==> src/rtl/scv_init_loader_if.sv <==
// Download/boot-init bus for scv_init_loader.
// slave: the loader (consumes the 16-bit download stream, drives the byte-wide INIT_* writes).
// master: the host/frontend side.
interface scv_init_loader_if;
  logic        DL_ACTIVE;
  logic [7:0]  DL_INDEX;
  logic [24:0] DL_ADDR;
  logic [15:0] DL_DATA;
  logic        DL_WR;
  logic        DL_WAIT;
  logic        INIT_SEL_BOOT;
  logic        INIT_SEL_CART;
  logic [24:0] INIT_ADDR;
  logic [7:0]  INIT_DATA;
  logic        INIT_VALID;

  modport slave (
    input  DL_ACTIVE, DL_INDEX, DL_ADDR, DL_DATA, DL_WR,
    output DL_WAIT, INIT_SEL_BOOT, INIT_SEL_CART, INIT_ADDR, INIT_DATA, INIT_VALID
  );

  modport master (
    output DL_ACTIVE, DL_INDEX, DL_ADDR, DL_DATA, DL_WR,
    input  DL_WAIT, INIT_SEL_BOOT, INIT_SEL_CART, INIT_ADDR, INIT_DATA, INIT_VALID
  );
endinterface

==> src/rtl/scv_init_loader.sv <==
// scv_init_loader: splits 16-bit download words into two byte writes for the
// uPD7801 boot ROM / cartridge and holds the CPU in reset during and after a
// download. Optional boot-byte checksum on BOOT_SUM: define SCV_INIT_CHECKSUM_EN.
module scv_init_loader #(
  parameter logic [7:0]  BOOT_INDEX = 8'd0,
  parameter logic [7:0]  CART_INDEX = 8'd1,
  parameter int unsigned RST_HOLD   = 16
) (
  input  logic             CLK,
  input  logic             RESETB,
  scv_init_loader_if.slave dl,
  output logic             CPU_RESETB,
  output logic [7:0]       BOOT_SUM
);

  localparam logic [7:0]  HOLD_INIT  = 8'(RST_HOLD);
  localparam logic [24:0] BOOT_LIMIT = 25'h1000;

  typedef enum logic [1:0] {S_IDLE, S_LO, S_HI} state_t;

  state_t      state_q, state_d;
  logic        sel_boot_q, sel_boot_d;
  logic        sel_cart_q, sel_cart_d;
  logic        valid_q, valid_d;
  logic [24:0] addr_q, addr_d;
  logic [7:0]  data_q, data_d;
  logic [7:0]  hi_q, hi_d;
  logic [7:0]  hold_q, hold_d;
  logic        cpu_rstb_q, cpu_rstb_d;

  logic [24:0] even_addr;
  logic [24:0] next_addr;
  logic        new_boot;
  logic        new_cart;

  // Boot bytes beyond the 4 KiB ROM and unknown targets are not strobed.
  function automatic logic byte_ok(input logic boot, input logic cart, input logic [24:0] a);
    return cart | (boot & (a < BOOT_LIMIT));
  endfunction

  assign even_addr = dl.DL_ADDR & ~25'd1;
  assign next_addr = addr_q + 25'd1;
  assign new_boot  = (dl.DL_INDEX == BOOT_INDEX);
  assign new_cart  = (dl.DL_INDEX == CART_INDEX);

  // Word FSM: accept in IDLE, emit low byte on the accept edge, high byte from LO.
  always_comb begin
    state_d    = state_q;
    sel_boot_d = sel_boot_q;
    sel_cart_d = sel_cart_q;
    addr_d     = addr_q;
    data_d     = data_q;
    hi_d       = hi_q;
    valid_d    = 1'b0;
    case (state_q)
      S_IDLE: begin
        if (dl.DL_WR) begin
          sel_boot_d = new_boot;
          sel_cart_d = new_cart;
          addr_d     = even_addr;
          data_d     = dl.DL_DATA[7:0];
          hi_d       = dl.DL_DATA[15:8];
          valid_d    = byte_ok(new_boot, new_cart, even_addr);
          state_d    = S_LO;
        end
      end
      S_LO: begin
        addr_d  = next_addr;
        data_d  = hi_q;
        valid_d = byte_ok(sel_boot_q, sel_cart_q, next_addr);
        state_d = S_HI;
      end
      S_HI:    state_d = S_IDLE;
      default: state_d = S_IDLE;
    endcase
  end

  // CPU reset hold: reload while downloading or mid-word, otherwise count down.
  always_comb begin
    if (dl.DL_ACTIVE || (state_q != S_IDLE)) begin
      hold_d = HOLD_INIT;
    end else if (hold_q != '0) begin
      hold_d = hold_q - 8'd1;
    end else begin
      hold_d = hold_q;
    end
    cpu_rstb_d = (hold_d == '0) & ~dl.DL_ACTIVE;
  end

  // State and output registers; reset aborts any word in flight.
  always_ff @(posedge CLK or negedge RESETB) begin
    if (!RESETB) begin
      state_q    <= S_IDLE;
      sel_boot_q <= 1'b0;
      sel_cart_q <= 1'b0;
      valid_q    <= 1'b0;
      addr_q     <= '0;
      data_q     <= '0;
      hi_q       <= '0;
      hold_q     <= HOLD_INIT;
      cpu_rstb_q <= 1'b0;
    end else begin
      state_q    <= state_d;
      sel_boot_q <= sel_boot_d;
      sel_cart_q <= sel_cart_d;
      valid_q    <= valid_d;
      addr_q     <= addr_d;
      data_q     <= data_d;
      hi_q       <= hi_d;
      hold_q     <= hold_d;
      cpu_rstb_q <= cpu_rstb_d;
    end
  end

  assign dl.DL_WAIT       = (state_q != S_IDLE);
  assign dl.INIT_SEL_BOOT = sel_boot_q;
  assign dl.INIT_SEL_CART = sel_cart_q;
  assign dl.INIT_ADDR     = addr_q;
  assign dl.INIT_DATA     = data_q;
  assign dl.INIT_VALID    = valid_q;
  assign CPU_RESETB       = cpu_rstb_q;

`ifdef SCV_INIT_CHECKSUM_EN
  logic [7:0] sum_q, sum_d;
  logic       act_q;

  // Running boot-byte sum; a new download (DL_ACTIVE rising) restarts it.
  always_comb begin
    sum_d = sum_q;
    if (dl.DL_ACTIVE && !act_q) begin
      sum_d = '0;
    end else if (valid_q && sel_boot_q) begin
      sum_d = sum_q + data_q;
    end
  end

  // Checksum registers.
  always_ff @(posedge CLK or negedge RESETB) begin
    if (!RESETB) begin
      sum_q <= '0;
      act_q <= 1'b0;
    end else begin
      sum_q <= sum_d;
      act_q <= dl.DL_ACTIVE;
    end
  end

  assign BOOT_SUM = sum_q;
`else
  assign BOOT_SUM = '0;
`endif

endmodule

==> src/flat_wrapper.sv <==
// flat-port wrapper written by rule: the top's interface ports become plain ports
module scv_init_loader_flat 
#(
  parameter logic [7:0]  BOOT_INDEX = 8'd0,
  parameter logic [7:0]  CART_INDEX = 8'd1,
  parameter int unsigned RST_HOLD   = 16
)
  (CLK, RESETB, CPU_RESETB, BOOT_SUM, dl_DL_ACTIVE, dl_DL_INDEX, dl_DL_ADDR, dl_DL_DATA, dl_DL_WR, dl_DL_WAIT, dl_INIT_SEL_BOOT, dl_INIT_SEL_CART, dl_INIT_ADDR, dl_INIT_DATA, dl_INIT_VALID);
  scv_init_loader_if dl_i ();
  input  logic CLK;
  input  logic RESETB;
  output logic CPU_RESETB;
  output logic [7:0] BOOT_SUM;
  input wire logic [$bits(dl_i.DL_ACTIVE)-1:0] dl_DL_ACTIVE;
  input wire logic [$bits(dl_i.DL_INDEX)-1:0] dl_DL_INDEX;
  input wire logic [$bits(dl_i.DL_ADDR)-1:0] dl_DL_ADDR;
  input wire logic [$bits(dl_i.DL_DATA)-1:0] dl_DL_DATA;
  input wire logic [$bits(dl_i.DL_WR)-1:0] dl_DL_WR;
  output wire logic [$bits(dl_i.DL_WAIT)-1:0] dl_DL_WAIT;
  output wire logic [$bits(dl_i.INIT_SEL_BOOT)-1:0] dl_INIT_SEL_BOOT;
  output wire logic [$bits(dl_i.INIT_SEL_CART)-1:0] dl_INIT_SEL_CART;
  output wire logic [$bits(dl_i.INIT_ADDR)-1:0] dl_INIT_ADDR;
  output wire logic [$bits(dl_i.INIT_DATA)-1:0] dl_INIT_DATA;
  output wire logic [$bits(dl_i.INIT_VALID)-1:0] dl_INIT_VALID;
  assign dl_i.DL_ACTIVE = dl_DL_ACTIVE;
  assign dl_i.DL_INDEX = dl_DL_INDEX;
  assign dl_i.DL_ADDR = dl_DL_ADDR;
  assign dl_i.DL_DATA = dl_DL_DATA;
  assign dl_i.DL_WR = dl_DL_WR;
  assign dl_DL_WAIT = dl_i.DL_WAIT;
  assign dl_INIT_SEL_BOOT = dl_i.INIT_SEL_BOOT;
  assign dl_INIT_SEL_CART = dl_i.INIT_SEL_CART;
  assign dl_INIT_ADDR = dl_i.INIT_ADDR;
  assign dl_INIT_DATA = dl_i.INIT_DATA;
  assign dl_INIT_VALID = dl_i.INIT_VALID;
  scv_init_loader #(.BOOT_INDEX(BOOT_INDEX), .CART_INDEX(CART_INDEX), .RST_HOLD(RST_HOLD)) u_core (.CLK(CLK), .RESETB(RESETB), .dl(dl_i), .CPU_RESETB(CPU_RESETB), .BOOT_SUM(BOOT_SUM));
endmodule
==> config.mk <==
export PLATFORM = sky130hd
export DESIGN_NAME = scv_init_loader_flat
export DESIGN_NICKNAME = d
export VERILOG_FILES = /design/src/rtl/scv_init_loader_if.sv /design/src/rtl/scv_init_loader.sv /design/src/flat_wrapper.sv
export SDC_FILE = /design/constraint.sdc
export NUM_CORES = 1
export LEC_CHECK = 0
export BUFFER_PORTS_ARGS = -buffer_cell sky130_fd_sc_hd__buf_2
export CAP_MARGIN = 10
export CORE_MARGIN = 2
export CORE_UTILIZATION = 57
export CTS_BUF_LIST = sky130_fd_sc_hd__clkbuf_2 sky130_fd_sc_hd__clkbuf_4 sky130_fd_sc_hd__clkbuf_8
export DETAILED_ROUTE_END_ITERATION = 12
export PLACE_DENSITY = 0.88
export REMOVE_ABC_BUFFERS = 1
export SYNTH_ARGS = -nofsm -noshare
export SYNTH_HDL_FRONTEND = slang
export SYNTH_SLANG_ARGS = --single-unit
==> constraint.sdc <==
create_clock -name CLK -period 3.4 [get_ports CLK]
set_input_delay 0.17 -clock CLK [delete_from_list [all_inputs] [get_ports CLK]]
set_output_delay 0.17 -clock CLK [all_outputs]
set_load 0.01 [all_outputs]
* Word level (Yosys, flattened, before mapping) *
Cells that the tools add are included.

cells by class
  shift operators = 0
  bitwise gates (word level) = 6
  add/sub/neg operators = 2
  reduce and logical (&&, ||, !) cells = 9
  equal/unequal tests = 3
  magnitude comparators = 2
  divide/modulo/power cells = 0
  multiply operators = 0
  muxes and demuxes = 10

operators with widths
  cell                                                                            count
  25-bit by 13-bit less-than comparator with 1-bit output, second input constant  2
  25-bit one-hot mux with 2 select lines                                          1
  25-bit by 1-bit adder with 25-bit output, second input constant                 1
  25-bit two-way mux                                                              1
  8-bit two-way mux                                                               3
  8-bit zero test                                                                 2
  8-bit one-hot mux with 2 select lines                                           1
  8-bit by 1-bit == test with 1-bit output, second input constant                 1
  8-bit nonzero test                                                              1
  8-bit by 1-bit subtractor with 8-bit output, second input constant              1
  2-bit one-hot mux with 2 select lines                                           1
  2-bit AND reduction                                                             2
  2-bit nonzero test                                                              2
  1-bit bitwise AND                                                               3
  2-bit by 1-bit == test with 1-bit output, second input constant                 1
  2-bit zero test                                                                 1
  2-bit two-way mux                                                               1
  2-bit inequality test, second input constant                                    1
  1-bit bitwise OR                                                                2
  1-bit one-hot mux with 2 select lines                                           1
  1-bit logical OR                                                                1
  1-bit two-way mux                                                               1
  1-bit inverter                                                                  1

storage, ports and cells
  bits in latches = 0
  word-level logic and storage cells = 41
  register bits after elaboration = 55
  output and inout bits = 46
  memories kept = 0
  RAM bits = 0
  memory bits (read-only) = 0
  input bits = 53

* Longest topological paths before layout *
Gate-level depths: netlist of the first run.

  depth in word-level cells = 5
  gate-level depth with buffers = 8
  mapped depth without buffers = 8

* Worst setup path after synthesis of the first run *
OpenSTA, ideal clock, no wires.

  kind = register to register
  start = reg u_core.addr_q[0], in the netlist u_core.dl.INIT_ADDR[0]
  end = reg u_core.valid_q, in the netlist u_core.dl.INIT_VALID
  cell stages (with the launch flop) = 9
  clock period less this slack = 2325 ps
  slack = 1075 ps
  data arrival time = 2221 ps
  setup time = 104 ps
  required time = 3296 ps
  path buffers = 1
  path through = dfrtp_1 -> ha_1 -> nand3_2 -> or2_1 -> clkbuf_1 -> nor4b_1 -> xor2_1 -> or3_1 -> o41ai_2

between the ends
  cells in the longest elaborated chain, start to end = 5

ends and longest elaborated chain
  what                                                     RTL line                RTL
  start, declared                                          scv_init_loader.sv:25   logic [24:0] addr_q, addr_d;
  start signal, assigned                                   scv_init_loader.sv:107  addr_q <= addr_d;
  25-bit by 1-bit adder with 25-bit output                 scv_init_loader.sv:42   assign next_addr = addr_q + 25'd1;
  25-bit by 13-bit less-than comparator with 1-bit output  scv_init_loader.sv:38   return cart | (boot & (a < BOOT_LIMIT));
  1-bit bitwise AND                                        scv_init_loader.sv:38
  1-bit bitwise OR                                         scv_init_loader.sv:38
  1-bit one-hot mux with 2 select lines                    scv_init_loader.sv:55   case (state_q)
  via u_core.valid_d                                       scv_init_loader.sv:24   logic valid_q, valid_d;
  end signal, assigned                                     scv_init_loader.sv:106  valid_q <= valid_d;
  end, declared                                            scv_init_loader.sv:24

The timed path passes the listed nets, and every way through them passes these cells.
A chain may end at the register's enable or synchronous reset.

* Worst setup path in the final report of the first run *
Same ends and word-level chain as after synthesis.

==> results.yml, run 1 <==
outcome:
  status: "finished, final reports clean"
layout:
  final_area_sq_um: 3699
  multi_input_area_sq_um: 1588
  final_nets: 503
  final_layout_size_suffix_gt1_share_pct: 26.12
  fillers: 460
  final_common_cell: "buf_2"
  layout.cells.non_filler: 520
  antenna_cells: 0
  syn_to_final_growth_pct: 17.44
  final_cell_mix: "buf_2, nand2_1, dfrtp_1, nor2_1, o21ai_0"
  area.sequential_sq_um: 1378
  utilization_pct: 68.43
sta:
  slew_headroom_pct: 56.43
  tightestPinTransition_ns: 0.6475
  skew_ns: 0.007152
  fin_ws_ns: 0.9115
  finalSetupViolCount: 0
  finalHoldViolCount: 0
  fmax_mhz: 401.9
  slew_viol_final: 0
  timing.final.crit_share_pct: 73.19
  hold_slack_ns: 0.03291
  rsz0062_at_grt: "false"
  finalCriticalPeriod_ns: 2.488
  timing.setup.tns_ns: 0
critical_path:
  crit_slowest_cell: "dfrtp_1"
  crit_chain: "ha_1 -> nand3_2 -> or2_1 -> nor4b_1 -> xor2_1 -> or3_1 -> o41ai_2"
  setup.worst_path.end_class: "register"
  rr_worst_depth: 7
  cpPeakStageDelay_ns: 0.45
  path_max_fanout: 7
  critPathLaunchType: "register"
  crit_required_ns: 3.62
  r2r_slack_ns: 0.91
  path_class: "register to register"
  reg2reg_to: "u_core.dl.INIT_VALID$_DFF_PN0_"
  cp.arrival_ns: 2.70
  r2r_start: "u_core.dl.INIT_ADDR[0]$_DFFE_PN0P_"
cts:
  cts_buffers: 5
  tritoncts: "built"
  cts_max_path_buffers: 2
  clock-root-buffer: "clkbuf_8"
  clk_pin_slew_worst_paths_ns: 0.10
  insertion_delay_ns: 0.31
  postCtsSetupRepairBufs: 0
  cts_hold_buf: 1
  clock-sinks: 55
  cts_max_level: 2
  postCtsResizedCells: 0
synthesis:
  synth-xor-area-share_pct: 3.894
  avgSynthCellArea_sq_um: 8.628
  synth_compound_area_share_pct: 16.61
  synth_cell_types: 57
  ys_seq_area_share_pct: 43.74
  synth-adder-area-share_pct: 1.192
  synth_enable_flop_cells: 0
  synth_top_family_by_area: "simple AND/OR/NAND/NOR gates"
  synthCells: 365
  synth_ff_type: "dfrtp_1"
  ys.warnings.count: 0
  synth_seq_cells: 55
  async_flop_share_pct: 100.0
  muxShareOfSynthArea_pct: 0
  syn_area_sq_um: 3149
  yosys.area_share.simple_pct: 27.77
power:
  seq_power_share_pct: 47.4
  switchingPower_uw: 887.9
  sw_frac_of_total_pct: 40.40
  combPwrFrac_pct: 34.7
  intPower_mw: 1.310
  ir_drop_mv: 0.2651
  p_leak_nw: 1.713
  power_frac_clock_pct: 17.8
  p_per_area_nw_per_um2: 594.3
  total_power_mw: 2.198
grt:
  use_met3_pct: 6.092
  gr-usage-met2_pct: 41.12
  busiest_layer: "met2"
  grt-ovfl-total: 0
  grt_max_degree: 39
  antenna_found_initial: 0
  grt_pass1_wl_microns: 12540
  grt_pass1_vias: 2715
  met1_usage_pct: 35.30
  gr-usage-all-layers_pct: 25.68
placement:
  dpl_cell_area_sq_um: 3590
  dp_slack_ns: 0.9355
  place_congestion: 0.8625
  dp_hpwl_microns: 5644
  port_buffers: 89
  dp_cells: 511
die:
  ios: 99
  design.core.area_sq_um: 5405
  die_h_microns: 78.33
  row_count: 27
  die_w_microns: 78.33
  initial_utilization_pct: 58.26
  die-area_sq_um: 6136
routing:
  drt-total-wl_microns: 7765
  initialDrtViolationCount: 257
  num_vias: 3060
  wl_per_cell_microns: 14.93
  viasPerCell: 5.885
  drt_pass1_iterations: 6
  drc: 0
  ant_nets: 0
worst_hold_path:
  hp-start: "dl_DL_ACTIVE"
  holdPathStages: 2
  hold_class: "input pin to register"
  hold_end: "u_core.hold_q[0]$_DFF_PN0_"
flow_run:
  maxCapViolCount: 0
[cell families (layout without fill, tap and decap cells)]
| group | Yosys count | count (layout) |
|---|---|---|
| AOI/OAI and AO/OA | 78 | 78 |
| xor gates and xnor gates | 14 | 14 |
| adders and majority gates | 3 | 3 |
| buffers and inverters | 41 | 117 |
| DFF | 55 | 55 |
| other | 1 | 8 |
| and+or+nand+nor | 173 | 173 |
[worst max path at each step]
stage | from | to | slack, ns | depth (start not counted)
CTS | u_core.dl.INIT_ADDR[0]$_DFFE_PN0P_ | u_core.dl.INIT_VALID$_DFF_PN0_ | 0.92 | 7
global route | u_core.dl.INIT_ADDR[0]$_DFFE_PN0P_ | u_core.dl.INIT_VALID$_DFF_PN0_ | 0.72 | 7
floorplan | u_core.state_q[0]$_DFFE_PN0P_ | u_core.dl.INIT_ADDR[24]$_DFFE_PN0P_ | 0.93 | 6
global placement | u_core.dl.INIT_ADDR[0]$_DFFE_PN0P_ | u_core.dl.INIT_VALID$_DFF_PN0_ | 1.04 | 7
detailed placement | u_core.dl.INIT_ADDR[0]$_DFFE_PN0P_ | u_core.dl.INIT_VALID$_DFF_PN0_ | 0.94 | 7
finish | u_core.dl.INIT_ADDR[0]$_DFFE_PN0P_ | u_core.dl.INIT_VALID$_DFF_PN0_ | 0.91 | 7
[final cells by class]
class | count | share of cell area [%]
well taps | 72 | 2.436
repair buffers | 94 | 13.13
inverters | 15 | 1.590
flip-flops and latches | 55 | 37.25
multi-input cells | 276 | 42.93
clock inverters | 2 | 0.4398
clock buffers | 6 | 2.233
[registers in the layout, indices dropped and copies added (netlist names)]
register                 cells
u_core.hold_q                8
u_core.CPU_RESETB            1
u_core.dl.INIT_SEL_CART      1
u_core.hi_q                  8
u_core.state_q               2
u_core.dl.INIT_ADDR         25
u_core.dl.INIT_VALID         1
u_core.dl.INIT_DATA          8
u_core.dl.INIT_SEL_BOOT      1
[power groups by stage]
stage / Sequential [mW] / Combinational [mW] / Clock (mW)
floorplan: 1.07 / 0.432 / 0
CTS: 1.04 / 0.768 / 0.398
finish: 1.04 / 0.763 / 0.392
global route: 1.07 / 0.852 / 0.431
global placement: 1.04 / 0.741 / 0
detailed placement: 1.05 / 0.763 / 0
[synth_stat cells (3+ instances only)]
master / count / share of area, %
nor4_1: 6 / 1.2
inv_1: 13 / 1.5
nand3b_1: 4 / 0.95
o211ai_1: 5 / 1.2
a31oi_1: 9 / 1.8
o311ai_0: 8 / 2.2
dfrtp_1: 54 / 43
a211oi_1: 3 / 0.72
and3_1: 3 / 0.60
buf_4: 9 / 2.1
nor2_1: 41 / 4.9
nand4_1: 9 / 1.8
o22ai_1: 8 / 1.6
clkbuf_1: 12 / 1.4
a21oi_1: 15 / 2.4
ha_1: 3 / 1.2
o21ai_0: 16 / 2.5
nand3_1: 12 / 1.9
nor3_1: 13 / 2.1
xnor2_1: 6 / 1.7
xor2_1: 8 / 2.2
nand2_1: 66 / 7.9
[worst max-delay path, delay by kind of cell (launching register included)]
| family | cells | cell delay [ns] |
|---|---|---|
| compound gates | 1 | 0.31 |
| fa+ha+maj | 1 | 0.32 |
| flops | 1 | 0.45 |
| xor+xnor | 1 | 0.10 |
| simple gates | 4 | 1.20 |
[layer usage]
metal	vias up	routed length [microns]
li1	1461	-
met1	1438	3351
met2	145	3750
met3	16	566
met4	0	96
met5	-	0
Note: power is estimated with default switching activity, not from simulation.
==> run 2: changes to the inputs <==
- CORE_UTILIZATION: 57 -> 48
- PLACE_DENSITY: 0.88 -> 0.79
- clock period: 3.4 -> 2.2 ns (I/O delays scaled with it)
==> run 2 against run 1 <==
Net effect: global-route usage fell by 0.24 points; via count rose by 7.6%; die area rose by 18%; critical endpoint unchanged; largest cell class unchanged.
==> results.yml, run 2 (synthesis results as in run 1) <==
outcome:
  status: "finished, final reports clean"
grt:
  grt_pass1_wl_microns: 14870
  gr-usage-all-layers_pct: 25.45
  grt_pass1_vias: 3218
  grt_max_degree: 27
  grt-ovfl-total: 0
  antenna_found_initial: 0
cts:
  cts_max_path_buffers: 2
  clock-sinks: 55
  clk_pin_slew_worst_paths_ns: 0.11
  cts_buffers: 5
  tritoncts: "built"
  clock-root-buffer: "clkbuf_8"
  cts_max_level: 2
  insertion_delay_ns: 0.31
critical_path:
  crit_required_ns: 2.42
  critPathLaunchType: "register"
  path_max_fanout: 3
  critPathLaunch: "u_core.dl.INIT_ADDR[1]$_DFFE_PN0P_"
  setup.worst_path.end_class: "register"
  cp.arrival_ns: 2.36
  r2r_slack_ns: 0.06
  path_buf_inv: 1
  cp_top_family: "simple AND/OR/NAND/NOR gates"
  reg2reg_to: "u_core.dl.INIT_VALID$_DFF_PN0_"
  crit_slowest_cell: "or3_1"
  r2r_start: "u_core.dl.INIT_ADDR[1]$_DFFE_PN0P_"
  crit_chain: "ha_2 -> nand3_4 -> or2_4 -> buf_6 -> xor2_1 -> a31oi_1 -> or3_1 -> o41ai_2"
  path_class: "register to register"
  rr_worst_depth: 8
  cpPeakStageDelay_ns: 0.38
die:
  row_count: 29
  ios: 99
  initial_utilization_pct: 49.60
  die_w_microns: 85
  design.core.area_sq_um: 6350
  die_h_microns: 85
  die-area_sq_um: 7225
sta:
  finalCriticalPeriod_ns: 2.139
  finalHoldViolCount: 0
  fmax_mhz: 467.6
  timing.setup.tns_ns: 0
  slew_viol_final: 0
  rsz0062_at_grt: "true"
  timing.final.crit_share_pct: 97.21
  hold_slack_ns: 0.01443
  finalSetupViolCount: 0
  fin_ws_ns: 0.06136
  slew_headroom_pct: 60.90
  skew_ns: 0.008899
  tightestPinTransition_ns: 0.5844
routing:
  drt_pass1_iterations: 5
  drc: 0
  ant_nets: 0
  initialDrtViolationCount: 308
  drt-total-wl_microns: 8891
  wl_per_cell_microns: 15.68
  viasPerCell: 5.810
  num_vias: 3294
flow_run:
  maxCapViolCount: 0
worst_hold_path:
  hold_end: "u_core.dl.INIT_ADDR[21]$_DFFE_PN0P_"
  holdPathStages: 3
  hp-start: "dl_DL_ADDR[21]"
  hold_class: "input pin to register"
layout:
  final_cell_mix: "buf_2, nand2_1, dfrtp_1, nor2_1, buf_4"
  final_nets: 545
  final_layout_size_suffix_gt1_share_pct: 31.43
  largest_reg_flops: 25
  final_common_cell: "buf_2"
  utilization_pct: 64.22
  syn_to_final_growth_pct: 29.48
  antenna_cells: 0
power:
  p_leak_nw: 1.926
  p_per_area_nw_per_um2: 890.8
  ir_drop_mv: 0.4202
placement:
  dp_hpwl_microns: 6599
  dp_slack_ns: 0.07323
  place_congestion: 0.8859
  port_buffers: 89
[run 2: changes by cell type in the layout (fill, tap and decap cells not counted), moves of 2 or more]
cell,delta
inv_6,+2
dfrtp_2,+2
dlygate4sd3_1,+10
buf_4,+31
dfrtp_1,-2
[run 2: metal layers]
metal  global-route usage, %  part of all wire, %
met4                   8.947                  2.5
met5                       0                    0
met3                   3.988                  7.6
met1                   32.81                   40
met2                   43.47                   50
[run 2: what timing repair did]
action	4_1_cts	5_1_grt
setup endpoints to repair	0	1
setup buffers	0	2
hold endpoints to repair	25	0
gates resized for setup	0	8
hold buffers	11	0
[run 2: layout make-up]
cell class,instances,area [sq um]
clock inverters,3,28.78
clock buffers,5,68.82
multi-input cells,276,1615
inverters,15,58.81
repair buffers,136,829.5
fillers,546,2272
flip-flops and latches,55,1380
well taps,77,96.34
[run 2: metrics by stage]
step | total power [mW] | instances | cell area (sq um)
after floorplan | 2.322 | 346 | 3024
after global placement | 2.923 | 546 | 3821
after detailed placement | 2.987 | 546 | 3821
after CTS | 3.614 | 565 | 4029
after global routing | 3.894 | 567 | 4078
final | 3.632 | 567 | 4078
[run 2: how the worst max path moves through the flow]
| stage | endpoint | depth (start not counted) |
|---|---|---|
| after global routing | u_core.dl.INIT_VALID$_DFF_PN0_ | 8 |
| final | u_core.dl.INIT_VALID$_DFF_PN0_ | 8 |
| after detailed placement | u_core.dl.INIT_VALID$_DFF_PN0_ | 6 |
| after CTS | u_core.dl.INIT_VALID$_DFF_PN0_ | 7 |
| after global placement | u_core.dl.INIT_VALID$_DFF_PN0_ | 7 |
| after floorplan | u_core.dl.INIT_ADDR[24]$_DFFE_PN0P_ | 6 |
[run 2: tightest hold or removal path, delay by kind of cell]
family          cells  cell delay (ns)
simple gates        1             0.06
compound gates      1             0.05
buf+inv             1             0.09
[run 2: power breakdown]
| part | internal, mW | total (mW) | switching (mW) |
|---|---|---|---|
| registers | 1.27 | 1.53 | 0.260 |
| clock network | 0.241 | 0.614 | 0.372 |
| logic | 0.649 | 1.49 | 0.840 |
| total | 2.16 | 3.63 | 1.47 |
==> run 3: changes to the inputs <==
- ABC_AREA: not set -> 1
- CORE_UTILIZATION: 48 -> 25
- PLACE_DENSITY: 0.79 -> not set
- clock period: 2.2 -> 2.68 ns (I/O delays scaled with it)
==> run 3 against run 2 <==
Net effect: synthesized area up 4.4%; die area up 95%; first-iteration DRC count fell by 50%; clock-buffer cell count grew 2; utilization is 32 points lower; non-clock buffer count is 39 lower; final cell count grew 24%; largest power group unchanged.
==> results.yml, run 3 <==
flow_run:
  maxCapViolCount: 0
synthesis:
  ys_seq_area_share_pct: 41.91
  synth_seq_cells: 55
  post-synth-top-area-cell: "dfrtp_1"
  synth_enable_flop_cells: 0
  synth_ff_type: "dfrtp_1"
  synth_cell_types: 37
  ys.warnings.count: 0
  ys_top_cells_by_area: "dfrtp_1, nand2_1, inv_1"
  synth_top_area_share_pct: 41.11
  synthCells: 437
  async_flop_share_pct: 100.0
  avgSynthCellArea_sq_um: 7.522
  ys_top_cells_by_count: "nand2_1, inv_1, dfrtp_1, nor2_1, nand3_1"
  syn_area_sq_um: 3287
  yosysMostFrequentCell: "nand2_1"
sta:
  fmax_mhz: 475.8
  timing.final.crit_share_pct: 78.43
  tightestPinTransition_ns: 0.5916
  rsz0062_at_grt: "false"
  finalCriticalPeriod_ns: 2.102
  slew_viol_final: 0
  timing.setup.tns_ns: 0
  hold_slack_ns: 0.01761
  skew_ns: 0.01099
  finalHoldViolCount: 0
  slew_headroom_pct: 60.51
  finalSetupViolCount: 0
grt:
  grt-ovfl-total: 0
  gr-usage-all-layers_pct: 14.16
  grt_pass1_vias: 3321
  grt_max_degree: 34
  antenna_found_initial: 1
  grt_pass1_wl_microns: 16170
die:
  design.core.area_sq_um: 12720
  row_count: 41
  ios: 99
  die_h_microns: 118.7
  die_w_microns: 118.7
  die-area_sq_um: 14080
  initial_utilization_pct: 25.84
layout:
  final_layout_size_suffix_gt1_share_pct: 27.92
  utilization_pct: 31.85
  largest_reg_flops: 25
  antenna_cells: 0
  final_nets: 585
  final_common_cell: "nand2_1"
  syn_to_final_growth_pct: 23.30
  final_cell_mix: "nand2_1, buf_2, inv_1, dfrtp_1, nor2_1"
  fillers: 1454
critical_path:
  crit_slowest_cell: "nor2_2"
  cpMostUsedCell: "nor2_2"
  critPathLaunchType: "register"
  crit_chain: "nor2_2 -> nor2_2 -> inv_2 -> o21ai_0 -> a221oi_1"
  crit_required_ns: 2.90
  cpPeakStageDelay_ns: 0.49
  path_class: "register to register"
  cp_top_family: "simple AND/OR/NAND/NOR gates"
  path_max_fanout: 23
  path_buf_inv: 1
  cp.arrival_ns: 2.32
  setup.worst_path.end_class: "register"
cts:
  postCtsSetupRepairBufs: 0
  clock-root-buffer: "clkbuf_8"
  tritoncts: "built"
  insertion_delay_ns: 0.31
  clk_pin_slew_worst_paths_ns: 0.10
  cts_max_path_buffers: 2
  clock-sinks: 55
  cts_max_level: 2
  cts_buffers: 5
power:
  p_leak_nw: 2.022
  ir_drop_mv: 0.2937
  p_per_area_nw_per_um2: 764.4
  total_power_mw: 3.098
placement:
  dp_hpwl_microns: 7339
  port_buffers: 89
  place_congestion: 0.8585
routing:
  initialDrtViolationCount: 154
  ant_nets: 0
  drc: 0
  maxUsedRoutingLayer: "met5"
  wl_met1_microns: 4334
  wl_per_cell_microns: 13.64
  num_vias: 3204
  viasPerCell: 4.564
  drt_pass1_iterations: 6
  drt-total-wl_microns: 9572
  met3_length_microns: 547
  met2_length_microns: 4505
outcome:
  status: "finished, final reports clean"
worst_hold_path:
  hold_class: "input pin to register"
-- run 3: path summary, 6_finish.rpt --
kind	depth (start not counted)	end	startpoint	slack (ns)
worst min-delay path	3	u_core.hi_q[2]$_DFFE_PN0P_	dl_DL_DATA[10]	0.02
max in group asynchronous	3	u_core.dl.INIT_ADDR[1]$_DFFE_PN0P_	RESETB	1.49
worst min register to register	2	u_core.hi_q[2]$_DFFE_PN0P_	u_core.hi_q[2]$_DFFE_PN0P_	0.49
worst max register to register	5	u_core.dl.INIT_ADDR[7]$_DFFE_PN0P_	u_core.state_q[1]$_DFFE_PN0P_	0.58
worst max-delay path	5	u_core.dl.INIT_ADDR[7]$_DFFE_PN0P_	u_core.state_q[1]$_DFFE_PN0P_	0.58
min in group asynchronous	2	u_core.hold_q[1]$_DFF_PN0_	RESETB	0.34
-- run 3: cells by family after synthesis --
family                   count (synthesis)  share of synthesized area, %
XOR/XNOR                                 4                         1.066
AO/OA/AOI/OAI                           59                         12.52
adder cells (fa/ha/maj)                  3                         1.142
other                                    1                        0.1141
flip-flops                              55                         41.91
AND/OR/NAND/NOR                        235                         33.00
buffers and inverters                   80                         10.24
-- run 3: repair_timing --
action,CTS,global route
endpoints found under the hold margin,24,0
setup endpoints to repair,0,0
hold buffers,4,0
resized for setup,0,0
-- run 3: per-layer routing --
| layer | up-vias | GRT usage (%) |
|---|---|---|
| li1 | 1593 | - |
| met1 | 1503 | 17.96 |
| met2 | 90 | 24.10 |
| met3 | 16 | 2.992 |
| met4 | 2 | 4.241 |
| met5 | - | 0 |
-- run 3: layout make-up --
| class | instances | area [sq um] | share of cell area [%] |
|---|---|---|---|
| Inverter | 61 | 229.0 | 5.650 |
| Tap cell | 172 | 215.2 | 5.310 |
| Timing Repair Buffer | 97 | 515.5 | 12.72 |
| Multi-Input combinational cell | 309 | 1602 | 39.52 |
| Sequential cell | 55 | 1378 | 33.99 |
| Clock inverter | 1 | 30.03 | 0.7410 |
| Clock buffer | 7 | 83.83 | 2.069 |
-- run 3: power by group --
group	switching (mW)	internal [mW]
sequential	0.255	1.06
combinational	0.743	0.460
clock	0.283	0.301
total	1.28	1.82
-- run 3: through the flow --
step	instance area, sq um	std cells	worst slack, ns
2_1_floorplan	3206	425	0.3289
3_3_place_gp	3899	690	0.6416
3_5_place_dp	3899	690	0.5666
4_1_cts	4053	702	0.5470
5_1_grt	4053	702	0.3896
6_report	4053	702	0.5781
-- run 3: worst reg2reg max path: cells and delay by family (launching register included) --
family / cells / cell delay, ns
AOI/OAI and AO/OA: 2 / 0.46
buffers and inverters: 1 / 0.42
DFF: 1 / 0.40
and+or+nand+nor: 2 / 0.73
